===== src/rtl/inst_mem_loader_if.sv =====
// Bundles the program-load stream, the CPU fetch port and the loader status flags.
// Latency: none here; the signals are plain wires between the two ends.
// Backpressure: s_ready from the loader is the only flow-control signal on the stream.
//
// Signals:
//   load_start/load_len     load request and its word count (sampled when load_start=1)
//   s_data/s_valid/s_ready  byte stream carrying the program, little-endian within each word
//   pc_current_address      CPU fetch word index
//   Instruction             fetched instruction word
//   cpu_run                 high when the CPU may execute and fetches are served from memory
//   load_done               one-cycle pulse when a load completes
//   load_err                sticky flag for a rejected load request
interface inst_mem_loader_if;
  logic        load_start;
  logic [6:0]  load_len;
  logic [7:0]  s_data;
  logic        s_valid;
  logic        s_ready;
  logic [7:0]  pc_current_address;
  logic [31:0] Instruction;
  logic        cpu_run;
  logic        load_done;
  logic        load_err;

  modport slave (
    input  load_start, load_len, s_data, s_valid, pc_current_address,
    output s_ready, Instruction, cpu_run, load_done, load_err
  );

  modport master (
    output load_start, load_len, s_data, s_valid, pc_current_address,
    input  s_ready, Instruction, cpu_run, load_done, load_err
  );
endinterface


===== src/rtl/inst_mem_loader.sv =====
// Loads a program from a byte stream into instruction memory and then serves CPU fetches from it.
// Latency: a word is written on the edge taking its 4th byte and can be fetched from the next cycle.
// Backpressure: s_ready is high for the whole LOAD state; a byte is taken on any edge with s_valid=1.
//
// Ports:
//   clk, rst_n  clock and asynchronous active-low reset
//   bus         inst_mem_loader_if.slave: load request, byte stream, fetch port, status flags
module inst_mem_loader #(
  parameter int          DEPTH    = 64,
  parameter logic [31:0] NOP_WORD = 32'h00000033
) (
  input  logic              clk,
  input  logic              rst_n,
  inst_mem_loader_if.slave  bus
);

  localparam int AW = (DEPTH > 1) ? $clog2(DEPTH) : 1;

  typedef enum logic [1:0] {
    IDLE = 2'd0,
    LOAD = 2'd1,
    RUN  = 2'd2
  } state_t;

  state_t      state;
  logic [1:0]  byte_cnt;
  logic [6:0]  word_cnt;
  logic [6:0]  len_q;
  logic [23:0] partial;      // bytes 0..2 of the word being assembled
  logic        s_ready_q;
  logic        cpu_run_q;
  logic        load_done_q;
  logic        load_err_q;

  // Storage has no reset, so program contents survive a reset.
  logic [31:0] mem [DEPTH];

  logic          len_ok;
  logic          accept;
  logic          word_done;
  logic          last_word;
  logic [31:0]   wr_word;
  logic [AW-1:0] wr_idx;
  logic [AW-1:0] rd_idx;

  assign len_ok    = (bus.load_len != 7'd0) && (32'(bus.load_len) <= DEPTH);
  // s_ready is high exactly when in LOAD, so the state stands in for it here.
  assign accept    = (state == LOAD) && bus.s_valid;
  assign word_done = accept && (byte_cnt == 2'd3);
  assign last_word = ((word_cnt + 7'd1) == len_q);
  // The 4th byte goes straight into the top lane of the word being written.
  assign wr_word   = {bus.s_data, partial};
  assign wr_idx    = AW'(word_cnt);
  assign rd_idx    = AW'(bus.pc_current_address);

  always_ff @(posedge clk) begin
    if (word_done) begin
      mem[wr_idx] <= wr_word;
    end
  end

  always_ff @(posedge clk or negedge rst_n) begin
    if (!rst_n) begin
      state       <= IDLE;
      byte_cnt    <= 2'd0;
      word_cnt    <= 7'd0;
      len_q       <= 7'd0;
      partial     <= 24'd0;
      s_ready_q   <= 1'b0;
      cpu_run_q   <= 1'b0;
      load_done_q <= 1'b0;
      load_err_q  <= 1'b0;
    end else begin
      load_done_q <= 1'b0;
      case (state)
        IDLE, RUN: begin
          if (bus.load_start) begin
            if (len_ok) begin
              state      <= LOAD;
              byte_cnt   <= 2'd0;
              word_cnt   <= 7'd0;
              len_q      <= bus.load_len;
              partial    <= 24'd0;
              s_ready_q  <= 1'b1;
              cpu_run_q  <= 1'b0;
              load_err_q <= 1'b0;
            end else begin
              // Bad length: stay where we are, RUN keeps executing the old program.
              load_err_q <= 1'b1;
            end
          end
        end
        LOAD: begin
          // load_start is deliberately not looked at while loading.
          if (accept) begin
            if (byte_cnt == 2'd3) begin
              byte_cnt <= 2'd0;
              partial  <= 24'd0;
              word_cnt <= word_cnt + 7'd1;
              if (last_word) begin
                state       <= RUN;
                s_ready_q   <= 1'b0;
                cpu_run_q   <= 1'b1;
                load_done_q <= 1'b1;
              end
            end else begin
              case (byte_cnt)
                2'd0:    partial[7:0]   <= bus.s_data;
                2'd1:    partial[15:8]  <= bus.s_data;
                default: partial[23:16] <= bus.s_data;
              endcase
              byte_cnt <= byte_cnt + 2'd1;
            end
          end
        end
        default: begin
          state     <= IDLE;
          s_ready_q <= 1'b0;
          cpu_run_q <= 1'b0;
        end
      endcase
    end
  end

  assign bus.s_ready     = s_ready_q;
  assign bus.cpu_run     = cpu_run_q;
  assign bus.load_done   = load_done_q;
  assign bus.load_err    = load_err_q;
  assign bus.Instruction = (cpu_run_q && (32'(bus.pc_current_address) < DEPTH)) ?
                           mem[rd_idx] : NOP_WORD;

endmodule


===== src/flat_wrapper.sv =====
// flat-port wrapper written by rule: the top's interface ports become plain ports
module inst_mem_loader_flat 
#(
  parameter int          DEPTH    = 64,
  parameter logic [31:0] NOP_WORD = 32'h00000033
)
  (clk, rst_n, bus_load_start, bus_load_len, bus_s_data, bus_s_valid, bus_pc_current_address, bus_s_ready, bus_Instruction, bus_cpu_run, bus_load_done, bus_load_err);
  inst_mem_loader_if bus_i ();
  input  logic clk;
  input  logic rst_n;
  input wire logic [$bits(bus_i.load_start)-1:0] bus_load_start;
  input wire logic [$bits(bus_i.load_len)-1:0] bus_load_len;
  input wire logic [$bits(bus_i.s_data)-1:0] bus_s_data;
  input wire logic [$bits(bus_i.s_valid)-1:0] bus_s_valid;
  input wire logic [$bits(bus_i.pc_current_address)-1:0] bus_pc_current_address;
  output wire logic [$bits(bus_i.s_ready)-1:0] bus_s_ready;
  output wire logic [$bits(bus_i.Instruction)-1:0] bus_Instruction;
  output wire logic [$bits(bus_i.cpu_run)-1:0] bus_cpu_run;
  output wire logic [$bits(bus_i.load_done)-1:0] bus_load_done;
  output wire logic [$bits(bus_i.load_err)-1:0] bus_load_err;
  assign bus_i.load_start = bus_load_start;
  assign bus_i.load_len = bus_load_len;
  assign bus_i.s_data = bus_s_data;
  assign bus_i.s_valid = bus_s_valid;
  assign bus_i.pc_current_address = bus_pc_current_address;
  assign bus_s_ready = bus_i.s_ready;
  assign bus_Instruction = bus_i.Instruction;
  assign bus_cpu_run = bus_i.cpu_run;
  assign bus_load_done = bus_i.load_done;
  assign bus_load_err = bus_i.load_err;
  inst_mem_loader #(.DEPTH(DEPTH), .NOP_WORD(NOP_WORD)) u_core (.clk(clk), .rst_n(rst_n), .bus(bus_i));
endmodule

===== config.mk =====
export PLATFORM = sky130hd
export DESIGN_NAME = inst_mem_loader_flat
export DESIGN_NICKNAME = d
export VERILOG_FILES = /design/src/rtl/inst_mem_loader_if.sv /design/src/rtl/inst_mem_loader.sv /design/src/flat_wrapper.sv
export SDC_FILE = /design/constraint.sdc
export NUM_CORES = 2
export LEC_CHECK = 0
export ABC_AREA = 1
export ABC_CLOCK_PERIOD_IN_PS = 6300
export CAP_MARGIN = 20
export CORE_ASPECT_RATIO = 0.75
export CORE_UTILIZATION = 25
export CTS_CLUSTER_DIAMETER = 50
export CTS_CLUSTER_SIZE = 30
export DETAILED_ROUTE_END_ITERATION = 6
export PLACE_DENSITY = 0.35
export SYNTH_ARGS = -nofsm -noshare
export SYNTH_HDL_FRONTEND = slang
export SYNTH_SLANG_ARGS = --single-unit

===== constraint.sdc =====
create_clock -name clk -period 6.3 [get_ports clk]
set_input_delay 0.63 -clock clk [delete_from_list [all_inputs] [get_ports clk]]
set_output_delay 0.63 -clock clk [all_outputs]
set_load 0.01 [all_outputs]

After elaboration in Yosys (flattened, before gate mapping)
Memory sizes are Yosys's and may differ from the RTL's. Index checks and enable logic that the tools add are counted.

Divide/modulo/power cells: 0. Reduce and logical (&&, ||, !) cells: 18. Add/subtract/negate cells: 2. Muxes and demuxes: 44. Multiply operators: 0. Shift operators: 0. Bitwise logic cells: 0. Order comparisons: 2. Eq/ne operators: 13.

Operators by type and width (number): $mux 24 (4); $pmux 24 s2 (1); $mux 32 (1); $mux 7 (4); $reduce_and 5->1 (5); $mux 8 (3); $mux 2 (9); $mux 1 (17); $pmux 7 s2 (1); $ne 3x3->1 const B (3); $lt 8x7->1 const B (1); $pmux 2 s2 (2); $add 7x1->7 const B (1); $eq 7x7->1 (1); $le 7x7->1 const B (1); $reduce_bool 7->1 (1); $ne 2x1->1 const B (3); $eq 2x1->1 const B (2); $eq 2x2->1 const B (2); $logic_and 1x1->1 (4); $logic_not 2->1 (2); $ne 2x2->1 const B (2); $pmux 1 s2 (2); $reduce_and 4->1 (1); other kinds (5) (6).

Register bits: 46. Memories: 1. Output and inout port bits: 36. Logic and storage cells: 91. Input port bits: 27. Memory bits (read-only): 0. Bits in latches: 0. Bits in writable memories: 2048.

Memory list: u_core.mem (depth 64, width 32, read ports 1, clocked after memory_dff 0, write ports 1, line inst_mem_loader.sv:36) `logic [31:0] mem [DEPTH];`.

Longest topological paths before layout
Word-level depth: 6. Mapped depth: 14. Mapped depth without buffers: 14.

Worst setup path after synthesis
Ideal clock, no wire load.

Path kind: reg2reg. Start: reg, netlist name u_core.bus.cpu_run. End: mem u_core.mem[56][0] (enable). Buffers on the path: 1. Cell stages (with the launch flop): 7. Library setup time: 0.502 ns. Slack: 1.549 ns. Data required time: 5.798 ns. Clock period less this slack: 4.751 ns. Arrival: 4.249 ns. Path through: dfrtp_1 > nor2_4 > nand3_1 > inv_2 > buf_4 > nand2_1 > nor4_1.

RTL lines (line): end, declared (inst_mem_loader.sv:36).

Worst setup path in the final report
Start: in bus_pc_current_address[0]. End: out bus_Instruction[26].

Longest elaborated chain between the ends: 3. Elaborated cells between the ends (all ways): 4. Classes of those cells: order compare: 1; mux: 1; reduce/logical: 1; memory: 1.

RTL lines: start, declared (line flat_wrapper.sv:15) `input wire logic [$bits(bus_i.pc_current_address)-1:0] bus_pc_current_address;`; parallel branches: the longest is 2 deep, another holds $mem_v2 64x32; $mux 32 * (line inst_mem_loader.sv:129) `assign bus.Instruction = (cpu_run_q && (32'(bus.pc_current_address) < DEPTH)) ?`; end, declared (line flat_wrapper.sv:17) `output wire logic [$bits(bus_i.Instruction)-1:0] bus_Instruction;`.

Every way passes the cells marked *.

==> flow_metrics.tcl <==
set metrics [dict create \
    final_cell_mix "nand2_1 (2379), edfxtp_1 (2048), nand3_1 (1792), clkbuf_16 (214), buf_4 (178)" \
    worstHoldStart "bus_s_data[2]" \
    drt_iter0_drc 5480 \
    layout-drive-gt1-share 0.0964 \
    cp-start-kind "input pin" \
    finalWirelength_um 308000 \
    slew_headroom 0.286 \
    finalCritPeriodShare 0.814 \
    cts_inserted_buffers 210 \
    cts_root_buffer "clkbuf_16" \
    leakage_nw 33.9 \
    clock_sinks 2093 \
    dp_hpwl_um 166000 \
    post_synth_num_cell_types 30 \
    htreeDepth 4 \
    status "finished clean" \
    max_freq_ghz 0.195 \
    core_um2 335000 \
    grt_pass1_wl_um 430000 \
    rsz0062_at_grt "no" \
    post_cts_buffers 0 \
    yosysSeqAreaShare 0.742 \
    worstSetupEndpointType "primary output" \
    whs_ps 282 \
    clock_skew_ps 42.4 \
    synthCells 7044 \
    hold_path.class "input pin to flip-flop" \
    worst_pin_slew_ps 1070 \
    layout_commonest_cell "nand2_1" \
    syn-cell-area_um2 84400 \
    synth_simple_gate_area_frac 0.220 \
    rows 184 \
    avgSynthCellArea_um2 12.0 \
    r2r_start "u_core.bus.cpu_run" \
    die_width_um 673 \
    synth_compound_area_frac 0.00827 \
    die_area_um2 340000 \
    synth-seq-cells 2093 \
    crit_type "input pin to primary output" \
    synth_top_area_frac 0.729 \
    grt_antenna_before_repair 22 \
    start_util 0.252 \
    drc_errors 0 \
    ys.warnings.count 0 \
    muxShareOfSynthArea 0 \
    clk_path_buf_depth 4 \
    clkTransAtPathRegs_ps 70 \
    finalSetupViolCount 0 \
    setup_tns_ps 0 \
    gp_congestion 0.754 \
    drtPass1Iterations 6 \
    whs_path_depth 1 \
    synthTopCellsByArea "edfxtp_1 (73%), nand3_1 (11%), nand2_1 (11%)" \
    num_vias 55100 \
    grt.total_usage 0.177 \
    yosys.area.top_type "edfxtp_1" \
    io_pins 63 \
    period_needed_ps 5130 \
    first_global_vias 53100 \
    r2r_setup_slack_ps 2350 \
    cts_tree "yes" \
    area_growth_pct 16.6 \
    grt_max_degree 132 \
    maxSlewViolCount 0 \
    worstHoldEndpoint "u_core.mem[17][26]" \
    final_antenna_net_count 0 \
    cts-resized-gates 0 \
    insertion_delay_ps 900 \
    critical_path_peak_fanout 89 \
    routed_via_density 4.70 \
    chipHeight_um 505 \
    ff2ff_path_depth 6 \
    cap_violations 0 \
    power.density_nw_per_um2 350 \
    synth_top_family_by_area "simple AND/OR/NAND/NOR gates" \
    synthAdderAreaFrac 0.000593 \
    portBuffers 62 \
    timing.rr.end "u_core.mem[54][4]" \
    hold_violations 0 \
    crit_arrival_ps 4500 \
    overflow 0 \
    routedWlPerCell_um 26.2 \
    synthXorXnorAreaFrac 0 \
    cts_hold_buffers 1 \
    peakVddDrop_v 0.000210 \
    worstPathRequired_ps 5670 \
    total_power_mw 34.4 \
    final_nets 7113 \
    syn_nets 7075 \
]
==> worst max-delay path, cell delays in order <==
cell and delay [ps]:
buf_8 560, inv_16 290, buf_12 380, nand2_1 110
nand3_1 90, nand3_1 110, nand2_1 60, nand2_1 60
nand3_1 210, a21oi_1 870, nor2_1 260, clkdlybuf4s50_1 560
==> registers in the layout, indices dropped and copies added, names as in the netlist <==
signal	cells
u_core.mem	2048
u_core.partial	24
u_core.len_q	7
u_core.word_cnt	7
u_core.byte_cnt	2
u_core.bus.cpu_run	1
u_core.bus.load_done	1
u_core.bus.load_err	1
u_core.bus.s_ready	1
u_core.state	1
==> worst max-delay path by stage <==
| stage | from | to | slack (ps) | cells past startpoint |
|---|---|---|---|---|
| after global routing | bus_pc_current_address[0] | bus_Instruction[30] | 1100 | 12 |
| final | bus_pc_current_address[0] | bus_Instruction[26] | 1170 | 12 |
| after detailed placement | bus_pc_current_address[0] | bus_Instruction[30] | 1370 | 12 |
| after global placement | bus_pc_current_address[0] | bus_Instruction[30] | 1340 | 12 |
| after CTS | bus_pc_current_address[0] | bus_Instruction[27] | 1360 | 12 |
| after floorplan | u_core.bus.cpu_run | u_core.mem[56][0] | 1550 | 6 |
==> power breakdown <==
| group | switching [mW] | internal, mW |
|---|---|---|
| sequential | 0.848 | 16.7 |
| combinational | 2.48 | 0.626 |
| clock | 6.25 | 7.49 |
==> kinds of logic after synthesis <==
kind of cell / count (synthesis)
flops: 2093
fa+ha+maj: 4
buf+inv: 490
simple gates: 4331
compound gates: 126
==> per-layer routing <==
layer  up-vias  track usage  routed length, um
met1     28200        0.267             151000
met4         2       0.0355               5970
met2      1418        0.266             134000
li1      25100            -                  -
met3       352       0.0268              16300
met5         -            0                 13
==> area by class of cell <==
cell class / instances / area [um2]
Antenna cell: 9 / 22.5
Clock inverter: 158 / 2000
Inverter: 32 / 164
Fill cell: 34100 / 237000
Tap cell: 4464 / 5590
Multi-Input combinational cell: 4461 / 19800
Timing Repair Buffer: 284 / 2810
Clock buffer: 226 / 5400
Sequential cell: 2093 / 62700
==> synth_stat cells <==
master / instances
a21oi_1: 29
a21oi_2: 1
a31oi_1: 13
buf_1: 37
buf_2: 252
buf_4: 64
buf_6: 11
clkbuf_1: 94
clkinv_1: 2
dfrtp_1: 45
edfxtp_1: 2048
ha_1: 4
inv_1: 25
inv_2: 4
inv_4: 1
nand2_1: 2379
nand3_1: 1792
nand3b_1: 3
nand4_1: 8
nand4_2: 1
nor2_1: 141
nor2_2: 1
nor2_4: 1
nor3_2: 1
nor4_1: 4
o21a_1: 8
o21ai_0: 52
o21ai_1: 5
o21ai_2: 2
o22ai_1: 16
==> through the flow <==
stage               cell area (um2)  worst slack (ps)   util  instances
finish                        98400              1170  0.293      11700
global route                  98400              1100  0.293      11700
floorplan                     84400              1550      -       7044
global placement              90900              1340  0.271      11300
detailed placement            91000              1370  0.271      11300
CTS                           98400              1360  0.293      11700
Note: power is estimated with default switching activity, not from simulation.
